**config.mk**
```make
export PLATFORM = sky130hd
export DESIGN_NAME = spi_master_v2
export DESIGN_NICKNAME = d
export VERILOG_FILES = /design/src/rtl/spi_master_v2.sv
export SDC_FILE = /design/constraint.sdc
export NUM_CORES = 1
export LEC_CHECK = 0
export CAP_MARGIN = 5
export CORE_MARGIN = 10
export CORE_UTILIZATION = 57
export DETAILED_ROUTE_END_ITERATION = 10
export PLACE_DENSITY_LB_ADDON = 0.12
export SYNTH_ARGS = -nofsm -noshare
export SYNTH_HDL_FRONTEND = slang
export SYNTH_SLANG_ARGS = --single-unit
```
**constraint.sdc**
```tcl
create_clock -name spi_clk_i -period 3.65 [get_ports spi_clk_i]
set_input_delay 0.73 -clock spi_clk_i [delete_from_list [all_inputs] [get_ports spi_clk_i]]
set_output_delay 0.73 -clock spi_clk_i [all_outputs]
set_load 0.005 [all_outputs]
```
**src/rtl/spi_master_v2.sv**
```systemverilog
// SPI master with programmable mode, bit order, length, SCK divider and slave select.
// One transfer per accepted request; completion is reported with a single-cycle done pulse.
//
// state | meaning
// IDLE  | ready for a request, SCK parked at last CPOL, MOSI high
// LEAD  | slave selected, SCK idle, setup time before the first edge
// XFER  | 2*len SCK edges, one every div+1 clocks
// TRAIL | hold time after the last edge, slave still selected
// DONE  | slave released, rx_data_o updated, done_o high
module spi_master_v2 #(
   parameter  int DATA_W = 48,
   parameter  int NUM_SS = 4,
   parameter  int DIV_W  = 8,
   localparam int LEN_W  = $clog2(DATA_W + 1),
   // one extra bit so that an out-of-range slave index can actually be requested
   localparam int SS_W   = $clog2(NUM_SS) + 1
) (
   input  logic              spi_clk_i,
   input  logic              spi_rst_i,
   input  logic              start_i,
   output logic              ready_o,
   input  logic              cpol_i,
   input  logic              cpha_i,
   input  logic              lsb_first_i,
   input  logic [LEN_W-1:0]  len_i,
   input  logic [DIV_W-1:0]  div_i,
   input  logic [SS_W-1:0]   ss_sel_i,
   input  logic [DATA_W-1:0] tx_data_i,
   output logic [DATA_W-1:0] rx_data_o,
   output logic              done_o,
   output logic              sck_o,
   output logic              mosi_o,
   input  logic              miso_i,
   output logic [NUM_SS-1:0] ss_n_o
);

   localparam int EC_W = LEN_W + 1;

   typedef enum logic [2:0] {IDLE, LEAD, XFER, TRAIL, DONE} state_t;

   state_t            state;
   logic              cpha_q;
   logic              lsb_q;
   logic [LEN_W-1:0]  len_q;
   logic [DIV_W-1:0]  div_q;
   logic [DATA_W-1:0] tx_q;
   logic [DATA_W-1:0] rx_sh;
   logic [DIV_W-1:0]  tmr;
   logic [EC_W-1:0]   edge_cnt;
   logic [LEN_W-1:0]  bit_idx;
   logic [LEN_W-1:0]  len_eff;
   logic [LEN_W-1:0]  cur_pos;
   logic [LEN_W-1:0]  nxt_pos;

   // transfer-order index -> data bit position
   function automatic logic [LEN_W-1:0] bit_pos(input logic lsb, input logic [LEN_W-1:0] len,
                                                input logic [LEN_W-1:0] idx);
      return lsb ? idx : (len - idx - LEN_W'(1));
   endfunction

   function automatic logic [NUM_SS-1:0] ss_decode(input logic [SS_W-1:0] sel);
      logic [NUM_SS-1:0] v;
      v = '1;
      for (int i = 0; i < NUM_SS; i++)
         if (sel == SS_W'(i)) v[i] = 1'b0;
      return v;
   endfunction

   always_comb begin
      len_eff = len_i;
      if (len_i == '0 || len_i > LEN_W'(DATA_W)) len_eff = LEN_W'(DATA_W);
      cur_pos = bit_pos(lsb_q, len_q, bit_idx);
      nxt_pos = bit_pos(lsb_q, len_q, bit_idx + LEN_W'(1));
   end

   always_ff @(posedge spi_clk_i or negedge spi_rst_i) begin
      if (!spi_rst_i) begin
         state     <= IDLE;
         ready_o   <= 1'b1;
         done_o    <= 1'b0;
         sck_o     <= 1'b0;
         mosi_o    <= 1'b1;
         ss_n_o    <= '1;
         rx_data_o <= '0;
         cpha_q    <= 1'b0;
         lsb_q     <= 1'b0;
         len_q     <= '0;
         div_q     <= '0;
         tx_q      <= '0;
         rx_sh     <= '0;
         tmr       <= '0;
         edge_cnt  <= '0;
         bit_idx   <= '0;
      end else begin
         done_o <= 1'b0;
         case (state)
            IDLE: begin
               if (start_i) begin
                  state   <= LEAD;
                  ready_o <= 1'b0;
                  cpha_q  <= cpha_i;
                  lsb_q   <= lsb_first_i;
                  len_q   <= len_eff;
                  div_q   <= div_i;
                  tx_q    <= tx_data_i;
                  tmr     <= div_i;
                  bit_idx <= '0;
                  rx_sh   <= '0;
                  sck_o   <= cpol_i;
                  ss_n_o  <= ss_decode(ss_sel_i);
                  mosi_o  <= tx_data_i[bit_pos(lsb_first_i, len_eff, '0)];
               end
            end
            LEAD: begin
               if (tmr == '0) begin
                  state    <= XFER;
                  tmr      <= div_q;
                  edge_cnt <= {len_q, 1'b0};
               end else begin
                  tmr <= tmr - DIV_W'(1);
               end
            end
            XFER: begin
               if (tmr == '0) begin
                  sck_o    <= ~sck_o;
                  tmr      <= div_q;
                  edge_cnt <= edge_cnt - EC_W'(1);
                  // an even remaining count means this is a leading (odd-numbered) edge
                  if (!edge_cnt[0]) begin
                     if (!cpha_q) rx_sh[cur_pos] <= miso_i;
                     else         mosi_o <= tx_q[cur_pos];
                  end else begin
                     if (cpha_q)                          rx_sh[cur_pos] <= miso_i;
                     else if (edge_cnt != EC_W'(1))       mosi_o <= tx_q[nxt_pos];
                     bit_idx <= bit_idx + LEN_W'(1);
                  end
                  if (edge_cnt == EC_W'(1)) state <= TRAIL;
               end else begin
                  tmr <= tmr - DIV_W'(1);
               end
            end
            TRAIL: begin
               if (tmr == '0) begin
                  state     <= DONE;
                  ss_n_o    <= '1;
                  mosi_o    <= 1'b1;
                  done_o    <= 1'b1;
                  rx_data_o <= rx_sh;
               end else begin
                  tmr <= tmr - DIV_W'(1);
               end
            end
            DONE: begin
               state   <= IDLE;
               ready_o <= 1'b1;
            end
            default: begin
               state   <= IDLE;
               ready_o <= 1'b1;
            end
         endcase
      end
   end

endmodule

```
# Yosys cells after proc, flatten, opt, wreduce, memory -nomap -nowiden
# Index checks and enable logic that the tools add are counted.
# classes
n_eq_ne	20
mux	58
shifts	0
div	0
mul	0
add_sub_neg	8
n_bitwise	2
n_reduce_logical	24
magnitude_cmp	5
# op_table
operator	count
$mux 48	5
$pmux 48 s2	1
$bwmux 48	1
$mux 6	7
$mux 8	3
$pmux 8 s3	1
$lt 6x7->1 const B	3
$mux 1	20
$bmux 1 s6	3
$sub 6x1->6 const B	3
$mux 3	5
$ne 3x3->1 const B	5
$mux 7	2
$ne 2x2->1 const B	7
$pmux 7 s2	1
$eq 3x2->1 const B	4
$pmux 3 s4	1
$pmux 6 s2	1
$reduce_and 3->1	4
$sub 6x6->6	2
$reduce_and 5->1	2
$logic_not 8->1	1
$mux 4	2
$pmux 4 s2	1
other kinds (23)	32
# totals
output_inout_bits	56
mem_bits_ro	0
memories	0
inputBits	72
mem_bits_rw	0
latch_bits	0
ff_bits	192

# Longest topological paths before layout
# logic_depth
ltp_word	12
ltp_mapped	15
mapped_depth_nobuf	12

# Least setup slack after synthesis
# Ideal clock, no wire load.
# synth_timing
kind	register -> register
start	register bit_idx[0]
end	register mosi_o
t_arrival_ns	2.890
n_path_buf	2
setup_ns	0.097
path_stages_with_launch	15
path_slack_ns	0.662
synth_period_minus_slack_ns	2.988
cell_sequence	dfrtp_1 > buf_2 > inv_1 > ha_1 > inv_1 > fa_1 > or3b_2 > buf_2 > nor2_1 > a21oi_1 > o221ai_1 > a31o_2 > o2111ai_1 > o211ai_1 > o41ai_2
# synth_via
elab_chain_cells	11
# synth_lines
element	line_no	text
start: declaration	50	logic [LEN_W-1:0] bit_idx;
start signal: assignment	135	bit_idx <= bit_idx + LEN_W'(1);
$add 6x1->6	73	nxt_pos = bit_pos(lsb_q, len_q, bit_idx + LEN_W'(1));
$sub 6x6->6	58	return lsb ? idx : (len - idx - LEN_W'(1));
$sub 6x1->6	58	
$mux 6	58	
$bmux 1 s6	134	else if (edge_cnt != EC_W'(1)) mosi_o <= tx_q[nxt_pos];
$mux 1 (implied by the code)	134	
$mux 1	134	
$mux 1	133	if (cpha_q) rx_sh[cur_pos] <= miso_i;
$mux 1 *	129	if (!edge_cnt[0]) begin
$mux 1 *	124	if (tmr == '0) begin
$pmux 1 s3 *	96	case (state)
end signal: assignment	111	mosi_o <= tx_data_i[bit_pos(lsb_first_i, len_eff, '0)];
end signal: assignment	131	else mosi_o <= tx_q[cur_pos];
end signal: assignment	134	
end: declaration	32	output logic mosi_o,
# Every way passes the cells marked *; elsewhere a longest branch is shown, timed or not. The select of a mux whose other input is x is not followed.
# A chain may end at the register's enable or synchronous reset.

# Worst setup path after layout
# layout_timing
start	register bit_idx[0]
end	register rx_sh[11]
# layout_via
elab_chain_cells	12
# layout_lines
element	line_no	text
$sub 6x6->6	58	
$sub 6x1->6	58	
$mux 6 *	58	
$lt 6x7->1 (implied by the code) / $ge 6x1->1 (equally long branches)	130, 133	
$logic_and 1x1->1 (implied by the code)	130, 133	
$mux 1 (implied by the code)	130, 133	
$demux 1 s6 *	130, 133	
$bwmux 48 *	130, 133	
$mux 48, on equally long branches	130, 133	
$mux 48 *	129	
$mux 48 *	124	
$pmux 48 s2 *	96	
end signal: indexed assignment	130	if (!cpha_q) rx_sh[cur_pos] <= miso_i;
end signal: indexed assignment	133	
end: declaration	47	logic [DATA_W-1:0] rx_sh;
# Marks and branches as above.

==> summary.md <==
| Metric | Value |
|---|---|
| Count of final setup violators | 0 |
| Port Buf Inserts | 127 |
| Die height | between 150 and 200 um |
| Peak VDD IR | roughly 0.00060 V |
| Post-CTS Hold Fix Bufs | 0 |
| Synthesized area | 10540 sq um |
| Largest net degree at the start of global routing | 99 |
| 1st-pass router iterations | 5 |
| Vias per cell | around 6.3 |
| Number of synthesized flops with an enable pin | 0 |
| Setup TNS | 0 ns |
| CP arrival | 3.68 ns |
| Synth unique cells | 82 |
| Switching power | 5296 uW |
| Least-Margin Pin Slew | 1.087 ns |
| Nets | 1336 |
| CP cell instances | inv_1 > ha_1 > inv_1 > fa_1 > nor2b_1 > nor2_2 > nand2_1 > nor2_1 > buf_4 > a31oi_1 > o21ai_0 > o21ai_0 |
| Synth Warn # | 0 |
| Syn avg cell area | 9.284 sq um |
| First-pass GRT wire length | 48.33 mm |
| CTS root buf | clkbuf_16 |
| Vias in the first global route | 9086 |
| Cell area power density | a little under 900 nW/um^2 |
| Nature of the critical path startpoint | flop |
| Filler Cell Count | 1448 |
| Clk_lat worst skew | ~0.44 ns |
| N_diodes | 0 |
| DIE AREA | 24330 sq um |
| Residual DRC | 0 |
| TritonCTS clock tree | yes |
| Routability cong. | 0.8968 |
| Worst path slowest cell | dfrtp_1 |
| Crit path max fanout | 12 |
| Initial antenna violation count | 0 |
| Crit. End Element | flop |
| Logic pwr share | 54.8% |
| Clock sink count | 192 |
| Initial Util | 58.26% |
| Class of the worst hold path | primary input to async pin |
| Clock Skew | roughly 0.012 ns |
| Synth Instances | between 1000 and 1500 |
| Sequential Power Share | around 28% |
| Syn_nets | ~1200 |
| Final hold vios | 0 |
| DR vias | 9343 |
| Synth top area cells | dfrtp_1 44%, nand2_1 8.4%, o21ai_0 6.6% |
| Fin crit period | 3.374 ns |
| Status | finished, final reports clean |
| Layout cells sized above 1 | between 10% and 20% |
| Overflow after GRT | 0 |
| Die W | roughly 160 um |
| Top FF cell, synth | dfrtp_1 |
| Max-cap violations | 0 |
| LEAKAGE | 0.005677 uW |
| H-tree levels | 4 |
| Worst hold slack | 0.3692 ns |
| Max Slew Vio Count | 0 |
| Routed len/inst | 19.91 um |
| DRT Wirelength | slightly below 30 mm |
| Async set or reset register ratio after synthesis | 100.0% |
| I/O pin count | 128 |
| Critical path class | flop to flop |
| Worst-path clk slew | 0.08 ns |
| Buf+Inv Stages, Crit Path | 3 |
| Core area | 18090 sq um |
| Clock Path Buffers | 2 |
| Rel. slew slack | 27.56% |
| CTS Buf Count | 17 |
| Flip-flop and latch count after synthesis | 192 |
| Fmax | 296.4 MHz |
| Sw Ratio | 46.76% |
| Cell-internal power | 6030 uW |
| Fin crit share | 92.45% |
| Post-route ant nets | 0 |
| Cell row count | 49 |
| DRT iter0 DRCs | 890 |
| P&R area growth vs syn | 20.57% |
| Cell taking the most area after synthesis | dfrtp_1 |
| RSZ-0062 raised after global routing | false |
| GRT Resource Usage Total | 24.33% |
| Final HPWL from detailed placement | around 21 mm |
| CP max stage delay | ~0.57 ns |
| Delay-heaviest family, CP | simple AND/OR/NAND/NOR gates |
| Top cell type's share of synthesized area | 44.17% |
| CP required | around 4.0 ns |
| Final Util | 70.25% |
| Clock power share | around 17% |
| Post-synthesis sequential area ratio | 45.67% |
power groups by stage:
stage / registers [uW] / logic, uW / clock network, uW
after floorplan: 2950 / 4610 / 0
after global placement: 3210 / 5940 / 0
after detailed placement: 3220 / 6030 / 0
after CTS: 3190 / 6080 / 1930
after global routing: 3280 / 6740 / 2020
final: 3220 / 6200 / 1910
cell usage after synthesis (all sizes together) (9+ instances only):
| cell | instances |
|---|---|
| a31oi | 56 |
| buf | 35 |
| xor2 | 9 |
| inv | 27 |
| dfrtp | 186 |
| nor2 | 48 |
| xnor2 | 11 |
| a22oi | 15 |
| mux2 | 51 |
| nand3 | 26 |
| o21ai | 148 |
| mux2i | 38 |
| a21oi | 27 |
| clkbuf | 39 |
| nor3 | 18 |
| nand2 | 236 |
| ha | 14 |
metrics by stage:
step | cells | area [sq um] | worst slack, ns | total power, uW
floorplan | 1135 | 10540 | 0.6623 | 7565
detailed placement | 1458 | 12090 | 0.2367 | 9251
global placement | 1458 | 12090 | 0.2805 | 9144
global route | 1490 | 12700 | 0.01687 | 12040
CTS | 1490 | 12690 | 0.1745 | 11200
finish | 1490 | 12700 | 0.2757 | 11330
per-layer routing:
metal,global-route usage (%),routed length (um),share of wire [%]
met1,32.71,12800,43
met5,0,0,0
met4,8.858,786,2.6
met2,37.79,13490,45
met3,5.569,2592,8.7
timing repair:
item / CTS / global route
hold endpoints to repair: 0 / 0
endpoints found under the setup margin: 0 / 1
buffers inserted: 0 / 0
resized for setup: 0 / 2
area by class of cell:
cell class	instances	area (sq um)	area share, %
Multi-Input combinational cell	841	5298	41.70
Sequential cell	192	4812	37.88
Timing Repair Buffer	168	1595	12.56
Clock buffer	18	439.2	3.457
Tap cell	229	286.5	2.255
Clock inverter	14	166.4	1.310
Inverter	28	107.6	0.8470
path summary, 6_finish.rpt:
path	startpoint	endpoint	slack, ns	cells after the start
min in group spi_clk_i	div_q[1]	div_q[1]	0.48	2
hold reg to reg	div_q[1]	div_q[1]	0.48	2
setup reg to reg	bit_idx[0]	rx_sh[11]	0.28	12
hold / removal	spi_rst_i	rx_data_o[44]	0.37	1
max in group asynchronous	spi_rst_i	rx_data_o[10]	2.37	2
setup / recovery	bit_idx[0]	rx_sh[11]	0.28	12
sequential cells by signal, indices dropped and copies added (netlist names):
name / flops
rx_data_o: 48
rx_sh: 48
tx_q: 48
div_q: 8
tmr: 8
edge_cnt: 7
bit_idx: 6
len_q: 6
ss_n_o: 4
state: 3
cpha_q: 1
done_o: 1
lsb_q: 1
mosi_o: 1
ready_o: 1
sck_o: 1
cell families (layout without fill, tap and decap cells):
family | after synthesis | in the layout | synth area share [%]
and+or+nand+nor | 385 | 385 | 16.36
buffers and inverters | 102 | 228 | 4.417
adders and majority gates | 17 | 17 | 2.137
DFF | 192 | 192 | 45.67
xor gates and xnor gates | 20 | 20 | 1.805
AOI/OAI and AO/OA | 322 | 322 | 18.84
muxes | 97 | 97 | 10.77
worst register-to-register path, delay by kind of cell, from the launching register on:
family / cells / cell delay, ns
AND/OR/NAND/NOR: 4 / 1.15
flip-flops: 1 / 0.57
adder cells (fa/ha/maj): 2 / 0.69
buffers and inverters: 3 / 0.47
AO/OA/AOI/OAI: 3 / 0.36
cells in the final DEF (no fill, tap or decap), types with 6 or more instances in the layout:
cell type,netlist,routed
a211oi_1,8,8
a21oi_1,27,26
a22oi_1,14,14
a31oi_1,56,56
buf_4,3,40
clkbuf_16,0,17
clkdlybuf4s50_1,0,126
dfrtp_1,186,186
dfstp_2,6,6
ha_1,14,14
inv_1,26,26
mux2_2,51,51
mux2i_1,38,37
mux4_2,8,8
nand2_1,236,236
nand3_1,25,25
nor2_1,43,42
nor2b_1,8,7
nor3_1,17,16
o211ai_1,7,7
o21ai_0,139,138
o21ai_1,9,10
or3_1,7,7
xnor2_1,10,10
xor2_1,8,8
No activity file was read; power rests on OpenSTA's default activity.
